==> src/rtl/cfg_mgmt_arbiter_if.sv <==
// ---------------------------------------------------------------------------
// cfg_mgmt_arbiter_if
// Configuration-bridge controller port bundle.
//   ctr2cfg_* : command from the arbiter to the bridge (address, function,
//               write/read strobes, write data, byte enables, debug flag)
//   cfg2ctr_* : completion from the bridge (write/read done, read data)
// Modports:
//   master : arbiter side (drives ctr2cfg_*, receives cfg2ctr_*)
//   slave  : bridge side  (receives ctr2cfg_*, drives cfg2ctr_*)
// ---------------------------------------------------------------------------
interface cfg_mgmt_arbiter_if;
  logic [9:0]  ctr2cfg_mgmt_addr;
  logic [7:0]  ctr2cfg_mgmt_function_number;
  logic        ctr2cfg_mgmt_write;
  logic [31:0] ctr2cfg_mgmt_write_data;
  logic [3:0]  ctr2cfg_mgmt_byte_enable;
  logic        ctr2cfg_mgmt_read;
  logic        ctr2cfg_mgmt_debug_access;
  logic        cfg2ctr_mgmt_write_done;
  logic        cfg2ctr_mgmt_read_done;
  logic [31:0] cfg2ctr_mgmt_read_data;

  modport master (
    output ctr2cfg_mgmt_addr, ctr2cfg_mgmt_function_number, ctr2cfg_mgmt_write,
           ctr2cfg_mgmt_write_data, ctr2cfg_mgmt_byte_enable, ctr2cfg_mgmt_read,
           ctr2cfg_mgmt_debug_access,
    input  cfg2ctr_mgmt_write_done, cfg2ctr_mgmt_read_done, cfg2ctr_mgmt_read_data
  );

  modport slave (
    input  ctr2cfg_mgmt_addr, ctr2cfg_mgmt_function_number, ctr2cfg_mgmt_write,
           ctr2cfg_mgmt_write_data, ctr2cfg_mgmt_byte_enable, ctr2cfg_mgmt_read,
           ctr2cfg_mgmt_debug_access,
    output cfg2ctr_mgmt_write_done, cfg2ctr_mgmt_read_done, cfg2ctr_mgmt_read_data
  );
endinterface

==> src/rtl/cfg_mgmt_arbiter.sv <==
// ---------------------------------------------------------------------------
// cfg_mgmt_arbiter
// Round-robin arbiter sharing one configuration-bridge port between NUM_REQ
// requesters. One command is outstanding at a time; each command ends with a
// matching done from the bridge or with a timeout, followed by GAP idle cycles.
// Ports:
//   user_clk, user_reset_n : clock, async active-low reset (sync release)
//   user_lnk_up            : grant enable
//   req_valid/write/addr/func/wdata/be : packed per-requester requests
//   req_done, rsp_data, rsp_err        : per-transaction completion
//   cfg                    : bridge controller port (master modport)
// ---------------------------------------------------------------------------
module cfg_mgmt_arbiter #(
  parameter int NUM_REQ = 4,
  parameter int TIMEOUT = 1023,
  parameter int GAP     = 2
) (
  input  logic                  user_clk,
  input  logic                  user_reset_n,
  input  logic                  user_lnk_up,
  input  logic [NUM_REQ-1:0]    req_valid,
  input  logic [NUM_REQ-1:0]    req_write,
  input  logic [10*NUM_REQ-1:0] req_addr,
  input  logic [8*NUM_REQ-1:0]  req_func,
  input  logic [32*NUM_REQ-1:0] req_wdata,
  input  logic [4*NUM_REQ-1:0]  req_be,
  output logic [NUM_REQ-1:0]    req_done,
  output logic [31:0]           rsp_data,
  output logic                  rsp_err,
  cfg_mgmt_arbiter_if.master    cfg
);

  localparam int              IW        = $clog2(NUM_REQ);
  localparam logic [9:0]      TO_LAST   = 10'(TIMEOUT - 1);
  localparam logic [7:0]      GAP_LAST  = (GAP > 0) ? 8'(GAP - 1) : 8'd0;
  localparam logic [IW-1:0]   LAST_INIT = IW'(NUM_REQ - 1);

  typedef enum logic [1:0] {
    IDLE     = 2'd0,
    ISSUE    = 2'd1,
    GAP_WAIT = 2'd2
  } state_t;

  state_t               state_r, state_nxt_s;
  logic                 rst_meta_r, rst_sync_n_r;
  logic [IW-1:0]        last_grant_r, grant_r, win_s, cand_s;
  logic                 win_valid_s;
  logic                 take_grant_s, done_match_s, timeout_s, gap_end_s;
  logic [9:0]           issue_cnt_r;
  logic [7:0]           gap_cnt_r;
  logic [9:0]           addr_r;
  logic [7:0]           func_r;
  logic [31:0]          wdata_r;
  logic [3:0]           be_r;
  logic                 write_r, cmd_wr_r, cmd_rd_r;
  logic [NUM_REQ-1:0]   req_done_r;
  logic [31:0]          rsp_data_r;
  logic                 rsp_err_r;

  // Reset synchronizer: assertion propagates at once, release follows two user_clk edges.
  always_ff @(posedge user_clk or negedge user_reset_n) begin
    if (!user_reset_n) begin
      rst_meta_r   <= 1'b0;
      rst_sync_n_r <= 1'b0;
    end else begin
      rst_meta_r   <= 1'b1;
      rst_sync_n_r <= rst_meta_r;
    end
  end

  // Round-robin pick: first valid requester at or after last_grant+1, wrapping.
  always_comb begin
    win_s       = last_grant_r;
    win_valid_s = 1'b0;
    cand_s      = last_grant_r;
    for (int k = 1; k <= NUM_REQ; k++) begin
      cand_s = IW'((int'(last_grant_r) + k) % NUM_REQ);
      if (!win_valid_s && req_valid[cand_s]) begin
        win_s       = cand_s;
        win_valid_s = 1'b1;
      end else begin
        win_valid_s = win_valid_s;
      end
    end
  end

  // FSM next-state and transition qualifiers.
  always_comb begin
    state_nxt_s  = state_r;
    take_grant_s = 1'b0;
    done_match_s = 1'b0;
    timeout_s    = 1'b0;
    gap_end_s    = 1'b0;
    case (state_r)
      IDLE: begin
        if (user_lnk_up && win_valid_s) begin
          take_grant_s = 1'b1;
          state_nxt_s  = ISSUE;
        end else begin
          state_nxt_s  = IDLE;
        end
      end
      ISSUE: begin
        // Only the done type matching the outstanding command counts.
        done_match_s = write_r ? cfg.cfg2ctr_mgmt_write_done : cfg.cfg2ctr_mgmt_read_done;
        timeout_s    = !done_match_s && (issue_cnt_r == TO_LAST);
        if (done_match_s || timeout_s) begin
          state_nxt_s = GAP_WAIT;
        end else begin
          state_nxt_s = ISSUE;
        end
      end
      GAP_WAIT: begin
        gap_end_s = (gap_cnt_r == GAP_LAST);
        if (gap_end_s) begin
          state_nxt_s = IDLE;
        end else begin
          state_nxt_s = GAP_WAIT;
        end
      end
      default: state_nxt_s = IDLE;
    endcase
  end

  // FSM state register.
  always_ff @(posedge user_clk or negedge rst_sync_n_r) begin
    if (!rst_sync_n_r) begin
      state_r <= IDLE;
    end else begin
      state_r <= state_nxt_s;
    end
  end

  // Grant capture, command strobes, counters and completion response.
  always_ff @(posedge user_clk or negedge rst_sync_n_r) begin
    if (!rst_sync_n_r) begin
      last_grant_r <= LAST_INIT;
      grant_r      <= {IW{1'b0}};
      issue_cnt_r  <= 10'd0;
      gap_cnt_r    <= 8'd0;
      addr_r       <= 10'd0;
      func_r       <= 8'd0;
      wdata_r      <= 32'd0;
      be_r         <= 4'd0;
      write_r      <= 1'b0;
      cmd_wr_r     <= 1'b0;
      cmd_rd_r     <= 1'b0;
      req_done_r   <= {NUM_REQ{1'b0}};
      rsp_data_r   <= 32'd0;
      rsp_err_r    <= 1'b0;
    end else begin
      req_done_r <= {NUM_REQ{1'b0}};
      case (state_r)
        IDLE: begin
          if (take_grant_s) begin
            grant_r      <= win_s;
            last_grant_r <= win_s;
            addr_r       <= req_addr[int'(win_s)*10 +: 10];
            func_r       <= req_func[int'(win_s)*8 +: 8];
            wdata_r      <= req_wdata[int'(win_s)*32 +: 32];
            be_r         <= req_be[int'(win_s)*4 +: 4];
            write_r      <= req_write[win_s];
            cmd_wr_r     <= req_write[win_s];
            cmd_rd_r     <= !req_write[win_s];
            issue_cnt_r  <= 10'd0;
          end
        end
        ISSUE: begin
          if (done_match_s || timeout_s) begin
            cmd_wr_r            <= 1'b0;
            cmd_rd_r            <= 1'b0;
            req_done_r[grant_r] <= 1'b1;
            rsp_data_r          <= timeout_s ? 32'hFFFF_FFFF :
                                   (write_r ? 32'd0 : cfg.cfg2ctr_mgmt_read_data);
            rsp_err_r           <= timeout_s;
            gap_cnt_r           <= 8'd0;
          end else begin
            issue_cnt_r <= issue_cnt_r + 10'd1;
          end
        end
        GAP_WAIT: gap_cnt_r <= gap_cnt_r + 8'd1;
        default:  gap_cnt_r <= 8'd0;
      endcase
    end
  end

  assign cfg.ctr2cfg_mgmt_addr            = addr_r;
  assign cfg.ctr2cfg_mgmt_function_number = func_r;
  assign cfg.ctr2cfg_mgmt_write           = cmd_wr_r;
  assign cfg.ctr2cfg_mgmt_write_data      = wdata_r;
  assign cfg.ctr2cfg_mgmt_byte_enable     = be_r;
  assign cfg.ctr2cfg_mgmt_read            = cmd_rd_r;
  assign cfg.ctr2cfg_mgmt_debug_access    = 1'b0;
  assign req_done = req_done_r;
  assign rsp_data = rsp_data_r;
  assign rsp_err  = rsp_err_r;

endmodule

==> src/flat_wrapper.sv <==
// flat-port wrapper written by rule: the top's interface ports become plain ports
module cfg_mgmt_arbiter_flat 
#(
  parameter int NUM_REQ = 4,
  parameter int TIMEOUT = 1023,
  parameter int GAP     = 2
)
  (user_clk, user_reset_n, user_lnk_up, req_valid, req_write, req_addr, req_func, req_wdata, req_be, req_done, rsp_data, rsp_err, cfg_ctr2cfg_mgmt_addr, cfg_ctr2cfg_mgmt_function_number, cfg_ctr2cfg_mgmt_write, cfg_ctr2cfg_mgmt_write_data, cfg_ctr2cfg_mgmt_byte_enable, cfg_ctr2cfg_mgmt_read, cfg_ctr2cfg_mgmt_debug_access, cfg_cfg2ctr_mgmt_write_done, cfg_cfg2ctr_mgmt_read_done, cfg_cfg2ctr_mgmt_read_data);
  cfg_mgmt_arbiter_if cfg_i ();
  input  logic user_clk;
  input  logic user_reset_n;
  input  logic user_lnk_up;
  input  logic [NUM_REQ-1:0] req_valid;
  input  logic [NUM_REQ-1:0] req_write;
  input  logic [10*NUM_REQ-1:0] req_addr;
  input  logic [8*NUM_REQ-1:0] req_func;
  input  logic [32*NUM_REQ-1:0] req_wdata;
  input  logic [4*NUM_REQ-1:0] req_be;
  output logic [NUM_REQ-1:0] req_done;
  output logic [31:0] rsp_data;
  output logic rsp_err;
  output wire logic [$bits(cfg_i.ctr2cfg_mgmt_addr)-1:0] cfg_ctr2cfg_mgmt_addr;
  output wire logic [$bits(cfg_i.ctr2cfg_mgmt_function_number)-1:0] cfg_ctr2cfg_mgmt_function_number;
  output wire logic [$bits(cfg_i.ctr2cfg_mgmt_write)-1:0] cfg_ctr2cfg_mgmt_write;
  output wire logic [$bits(cfg_i.ctr2cfg_mgmt_write_data)-1:0] cfg_ctr2cfg_mgmt_write_data;
  output wire logic [$bits(cfg_i.ctr2cfg_mgmt_byte_enable)-1:0] cfg_ctr2cfg_mgmt_byte_enable;
  output wire logic [$bits(cfg_i.ctr2cfg_mgmt_read)-1:0] cfg_ctr2cfg_mgmt_read;
  output wire logic [$bits(cfg_i.ctr2cfg_mgmt_debug_access)-1:0] cfg_ctr2cfg_mgmt_debug_access;
  input wire logic [$bits(cfg_i.cfg2ctr_mgmt_write_done)-1:0] cfg_cfg2ctr_mgmt_write_done;
  input wire logic [$bits(cfg_i.cfg2ctr_mgmt_read_done)-1:0] cfg_cfg2ctr_mgmt_read_done;
  input wire logic [$bits(cfg_i.cfg2ctr_mgmt_read_data)-1:0] cfg_cfg2ctr_mgmt_read_data;
  assign cfg_ctr2cfg_mgmt_addr = cfg_i.ctr2cfg_mgmt_addr;
  assign cfg_ctr2cfg_mgmt_function_number = cfg_i.ctr2cfg_mgmt_function_number;
  assign cfg_ctr2cfg_mgmt_write = cfg_i.ctr2cfg_mgmt_write;
  assign cfg_ctr2cfg_mgmt_write_data = cfg_i.ctr2cfg_mgmt_write_data;
  assign cfg_ctr2cfg_mgmt_byte_enable = cfg_i.ctr2cfg_mgmt_byte_enable;
  assign cfg_ctr2cfg_mgmt_read = cfg_i.ctr2cfg_mgmt_read;
  assign cfg_ctr2cfg_mgmt_debug_access = cfg_i.ctr2cfg_mgmt_debug_access;
  assign cfg_i.cfg2ctr_mgmt_write_done = cfg_cfg2ctr_mgmt_write_done;
  assign cfg_i.cfg2ctr_mgmt_read_done = cfg_cfg2ctr_mgmt_read_done;
  assign cfg_i.cfg2ctr_mgmt_read_data = cfg_cfg2ctr_mgmt_read_data;
  cfg_mgmt_arbiter #(.NUM_REQ(NUM_REQ), .TIMEOUT(TIMEOUT), .GAP(GAP)) u_core (.user_clk(user_clk), .user_reset_n(user_reset_n), .user_lnk_up(user_lnk_up), .req_valid(req_valid), .req_write(req_write), .req_addr(req_addr), .req_func(req_func), .req_wdata(req_wdata), .req_be(req_be), .req_done(req_done), .rsp_data(rsp_data), .rsp_err(rsp_err), .cfg(cfg_i));
endmodule
==> config.mk <==
export PLATFORM = sky130hd
export DESIGN_NAME = cfg_mgmt_arbiter_flat
export DESIGN_NICKNAME = d
export VERILOG_FILES = /design/src/rtl/cfg_mgmt_arbiter_if.sv /design/src/rtl/cfg_mgmt_arbiter.sv /design/src/flat_wrapper.sv
export SDC_FILE = /design/constraint.sdc
export NUM_CORES = 1
export LEC_CHECK = 0
export CAP_MARGIN = 20
export CORE_ASPECT_RATIO = 0.5
export CORE_MARGIN = 3
export CORE_UTILIZATION = 43
export DETAILED_ROUTE_END_ITERATION = 8
export HOLD_SLACK_MARGIN = 0.03
export PLACE_DENSITY = 0.88
export SLEW_MARGIN = 0
export SYNTH_ARGS = -nofsm -noshare
export SYNTH_HDL_FRONTEND = slang
export SYNTH_SLANG_ARGS = --single-unit
==> constraint.sdc <==
create_clock -name user_clk -period 7.6 [get_ports user_clk]
set_clock_uncertainty 0.1 [all_clocks]
set_input_delay 0.76 -clock user_clk [delete_from_list [all_inputs] [get_ports user_clk]]
set_output_delay 0.76 -clock user_clk [all_outputs]
set_load 0.05 [all_outputs]
# Word-level counts from Yosys, hierarchy flattened
# Index checks and enable logic that the tools add are counted.
# op_classes
reduce_logical,20
addsub,6
n_shift,4
n_lt_le_gt_ge,7
muxes,43
n_bitwise,1
multipliers,1
eq_ne,7
# ops
cell,n
indexed part select 128 x 8 -> 32 bit,1
2-to-1 mux 32 bit,2
indexed part select 40 x 32 -> 10 bit,1
indexed part select 32 x 6 -> 8 bit,1
case mux 8 bit (3 select lines),1
2-to-1 mux 10 bit,2
case mux 10 bit (2 select lines),1
2-to-1 mux 1 bit,19
less-than comparator 2 x 3 -> 1 bit (second input constant),6
indexed part select 16 x 5 -> 4 bit,1
2-to-1 mux 2 bit,6
adder 10 x 1 -> 10 bit (second input constant),1
binary-select mux 1 bit (select 2 bit),5
== test 10 bit (second input constant),1
adder 8 x 1 -> 8 bit (second input constant),1
== test 8 x 1 -> 1 bit (second input constant),1
2-to-1 mux 4 bit,2
2-to-1 mux 8 bit,1
logical AND 1 bit,6
case mux 2 bit (3 select lines),1
AND reduction 2 bit,3
AND reduction 3 bit,2
logical NOT 1 bit,5
multiplier 2 x 3 -> 5 bit (second input constant),1
13 further kinds,18
# word_totals
elab_cells,106
reg_bits,120
output_inout_bits,94
input_bits,261

# Logic depth before layout (Yosys ltp)
# depth
word_depth,18
ltp_mapped,8

# Worst setup path after synthesis
# OpenSTA, ideal clock, no wires.
# synth_path
path_type,input -> register
start,in req_valid[0]
end,reg u_core.addr_r[1] (netlist: u_core.cfg.ctr2cfg_mgmt_addr[1])
required_time_ns,7.354
slack_ns,5.396
path_stages,7
setup_ns,0.146
arrival_ns,1.959
cell_sequence,o21ai_1 > o21ai_1 > a221oi_2 > buf_4 > buf_4 > mux2i_1 > o221ai_1
# synth_between
elab_chain_cells,16
# synth_lines
item,line_no,text
start: declaration,flat_wrapper.sv:13,input logic [NUM_REQ-1:0] req_valid;
"parallel branches: the longest is 16 deep, another holds binary-select mux 1 bit (select 2 bit)",--,
end signal: assignment,cfg_mgmt_arbiter.sv:158,addr_r <= req_addr[int'(win_s)*10 +: 10];
end: declaration,cfg_mgmt_arbiter.sv:51,logic [9:0] addr_r;
# Several ways; the timed one is not identified. The select of a mux whose other input is x is not followed.
# A chain may end at the register's enable or synchronous reset.

# Final worst setup path
# layout_path
start,in req_valid[3]
end,reg u_core.wdata_r[28] (netlist: u_core.cfg.ctr2cfg_mgmt_write_data[28])
# layout_between
elab_chain_cells,16
# layout_lines
item,line_no,text
"parallel branches: the longest is 16 deep, another holds binary-select mux 1 bit (select 2 bit)",--,
end signal: assignment,cfg_mgmt_arbiter.sv:160,wdata_r <= req_wdata[int'(win_s)*32 +: 32];
end: declaration,cfg_mgmt_arbiter.sv:53,logic [31:0] wdata_r;
# Several ways; the timed one is not identified. The select of a mux whose other input is x is not followed.

==> flow_summary.toml <==
[status]
status = "completed"

[global_route]
antenna_found_initial = 0
grt_max_degree = 84
gr-usage-all-layers_pct = 26.58
grt_pass1_wl_um = 34540
grt-ovfl-total = 0
grt_pass1_vias = 6528

[drt]
routed_wl_um = 22600
met1_length_um = 8762
drc_errors = 0
drtIter0Drc = 440
detail_route.wl_per_cell_um = 19.43
dr_wl_met3_um = 1340
vias = 6284
drt_pre_antenna_iters = 5
wl_met2_um = 11960
top_layer = "met4"
ant_nets = 0
via_per_inst = 5.403

[sta]
fin_tns_setup_ns = 0
fmax_ghz = 0.3231
setup_viol = 0
finalHoldViolations = 0
drv_slew = 0
fin_crit_ns = 3.095
grt_setup_unrepaired = "no"
period_share_pct = 40.72
slew_headroom_pct = 28.78
worst_pin_slew_ns = 1.068

[floorplanning]
rows = 30
io_pins = 355
start_util_pct = 45.80
die-area_um2 = 16630
core_um2 = 14110
die_h_um = 92.70
die_x_um = 179.4

[worst_setup_path]
r2r-end = "u_core.cfg.ctr2cfg_mgmt_write_data[17]$_DFFE_PN0P_"
rrSetupSlack_ns = 4.92
cp.required_ns = 7.81
path_max_fanout = 31
end_kind = "flip-flop"
reg2reg_from = "u_core.last_grant_r[1]$_DFFE_PN1P_"
crit_type = "in2reg"
crit_path_start_kind = "input pin"
arrival_ns = 3.30
r2r_cells = 5

[pwr]
power_density_nw_per_um2 = 415.5
cellLeakagePower_nw = 4.607
peakVddDrop_v = 0.0002319

[clock_tree]
cts_tree = "done"
cts_hold_buf = 0
ctsResizeCount = 0
path_clk_slew_ns = 0.06
clock_path_buffers = 2
clk_latency_ns = 0.41
cts_buffers = 17
ctsRootBufferMaster = "clkbuf_16"
numClockSinks = 120
htreeDepth = 4
post_cts_buffers = 0

[place]
dp_hpwl_um = 16950
dpl_cell_area_um2 = 10070
io_buffer_count = 353
gp_congestion = 0.9515

[yosys]
synth_top_area_cell = "dfrtp_1"
ys_seq_area_share_pct = 46.50
synth_area_leaders = "dfrtp_1 (46%), mux2i_1 (17%), o221ai_1 (7.5%)"
async_flop_share_pct = 100.0
synth.avg_cell_area_um2 = 10.38
yosysUniqueCellTypes = 49
syn-num-nets = 888
yosysWarnings = 0
synth-edff-count = 0
synth_cells = 623
synth_area_um2 = 6464
ys_seq_elements = 120
yosys.area.top_type_share_pct = 45.68
synth_flop_cell = "dfrtp_1"

[flow_run]
maxCapViolCount = 0

[cells_and_area]
multiInputGateArea_um2 = 3209
postLayoutCellArea_um2 = 10690
regArea_um2 = 3009
fillers = 956
nNetsFinal = 1223
layout_common_cells = "clkdlybuf4s50_1 (353), dfrtp_1 (117), mux2i_1 (109)"
n_antenna_cell = 0
drive_above_1_share_pct = 9.681
final_common_cell = "clkdlybuf4s50_1"
area_growth_pct = 65.45

[min_path]
hp-class = "reg2async"
## final cells by class
type	count	share of cell area, %
Timing Repair Buffer	363	33.93
Sequential cell	120	28.14
Clock buffer	17	3.978
Inverter	6	0.2106
Multi-Input combinational cell	450	30.01
Tap cell	192	2.246
Clock inverter	15	1.486
## per-layer routing
metal  track usage [%]  up-vias
met5                 0        -
met1             31.82     3040
met2             47.89      243
li1                  -     2954
met3             5.651       47
met4             8.290        0
## synthesized netlist by cell type (2+ instances only)
cell type / number
and3_1: 3
o31ai_1: 5
nor2b_1: 3
buf_6: 4
conb_1: 2
nand3_1: 14
clkbuf_1: 15
and2_1: 2
nand4_1: 2
o21ai_1: 3
nand2_1: 95
a21o_1: 3
nor2_2: 10
a21oi_1: 23
dfrtp_1: 118
o21ai_0: 11
a21oi_2: 25
a31oi_1: 2
o21a_1: 2
nor3b_2: 2
xnor2_1: 6
dfstp_2: 2
a211o_1: 2
inv_1: 6
o211ai_1: 4
mux2i_1: 109
ha_1: 4
nand2b_1: 5
buf_1: 5
buf_2: 12
o221ai_1: 55
nor2_1: 35
nor4b_1: 2
nor4_1: 7
buf_4: 11
## critical path, stage by stage
cell,delay (ns)
clkdlybuf4s50_1,0.55
nor4_1,0.11
nor4b_2,0.44
buf_4,0.26
nand3_2,0.47
buf_4,0.46
o221ai_1,0.22
## where the power goes
group | switching [mW] | total [mW] | internal (mW)
registers | 0.192 | 1.10 | 0.904
logic | 1.59 | 2.55 | 0.953
clock network | 0.335 | 0.799 | 0.464
## cell families (layout without fill, tap and decap cells)
logic type                 after synthesis  in the layout  synth area share (%)
AOI/OAI and AO/OA                      138            138                 16.38
and+or+nand+nor                        189            189                 13.65
xor gates and xnor gates                 7              7                0.9485
adders and majority gates                4              4                0.7743
muxes                                  110            110                 17.23
buffers and inverters                   53            401                 4.413
other                                    2              2                0.1162
DFF                                    120            120                 46.50
## through the flow
step | std cells | hold WS (ns) | setup WS, ns | power (mW) | utilization, %
2_1_floorplan | 623 | 0.2312 | 3.913 | 2.817 | -
3_3_place_gp | 1129 | 0.2053 | 3.704 | 3.577 | 71.38
3_5_place_dp | 1129 | 0.2056 | 3.467 | 3.640 | 71.38
4_1_cts | 1161 | 0.2055 | 3.906 | 4.450 | 75.52
5_1_grt | 1163 | 0.2354 | 4.351 | 4.658 | 75.77
6_report | 1163 | 0.1800 | 4.505 | 4.443 | 75.77
## worst max-delay path by stage
| stage | depth (start not counted) | start | to |
|---|---|---|---|
| after floorplan | 0 | u_core.rst_sync_n_r$_DFF_PN0_ | u_core.cfg.ctr2cfg_mgmt_addr[0]$_DFFE_PN0P_ |
| after global placement | 6 | req_valid[0] | u_core.cfg.ctr2cfg_mgmt_addr[0]$_DFFE_PN0P_ |
| after detailed placement | 6 | req_valid[1] | u_core.cfg.ctr2cfg_mgmt_write_data[28]$_DFFE_PN0P_ |
| after CTS | 6 | req_valid[1] | u_core.cfg.ctr2cfg_mgmt_write_data[28]$_DFFE_PN0P_ |
| after global routing | 7 | req_valid[1] | u_core.cfg.ctr2cfg_mgmt_write_data[19]$_DFFE_PN0P_ |
| final | 7 | req_valid[3] | u_core.cfg.ctr2cfg_mgmt_write_data[28]$_DFFE_PN0P_ |
## registers in the layout, summed over array words and instances (netlist names), 4 cells and up
signal / count
u_core.cfg.ctr2cfg_mgmt_addr: 10
u_core.cfg.ctr2cfg_mgmt_byte_enable: 4
u_core.cfg.ctr2cfg_mgmt_function_number: 8
u_core.cfg.ctr2cfg_mgmt_write_data: 32
u_core.gap_cnt_r: 8
u_core.issue_cnt_r: 10
u_core.req_done: 4
u_core.rsp_data: 32
No activity file was read; power rests on OpenSTA's default activity.
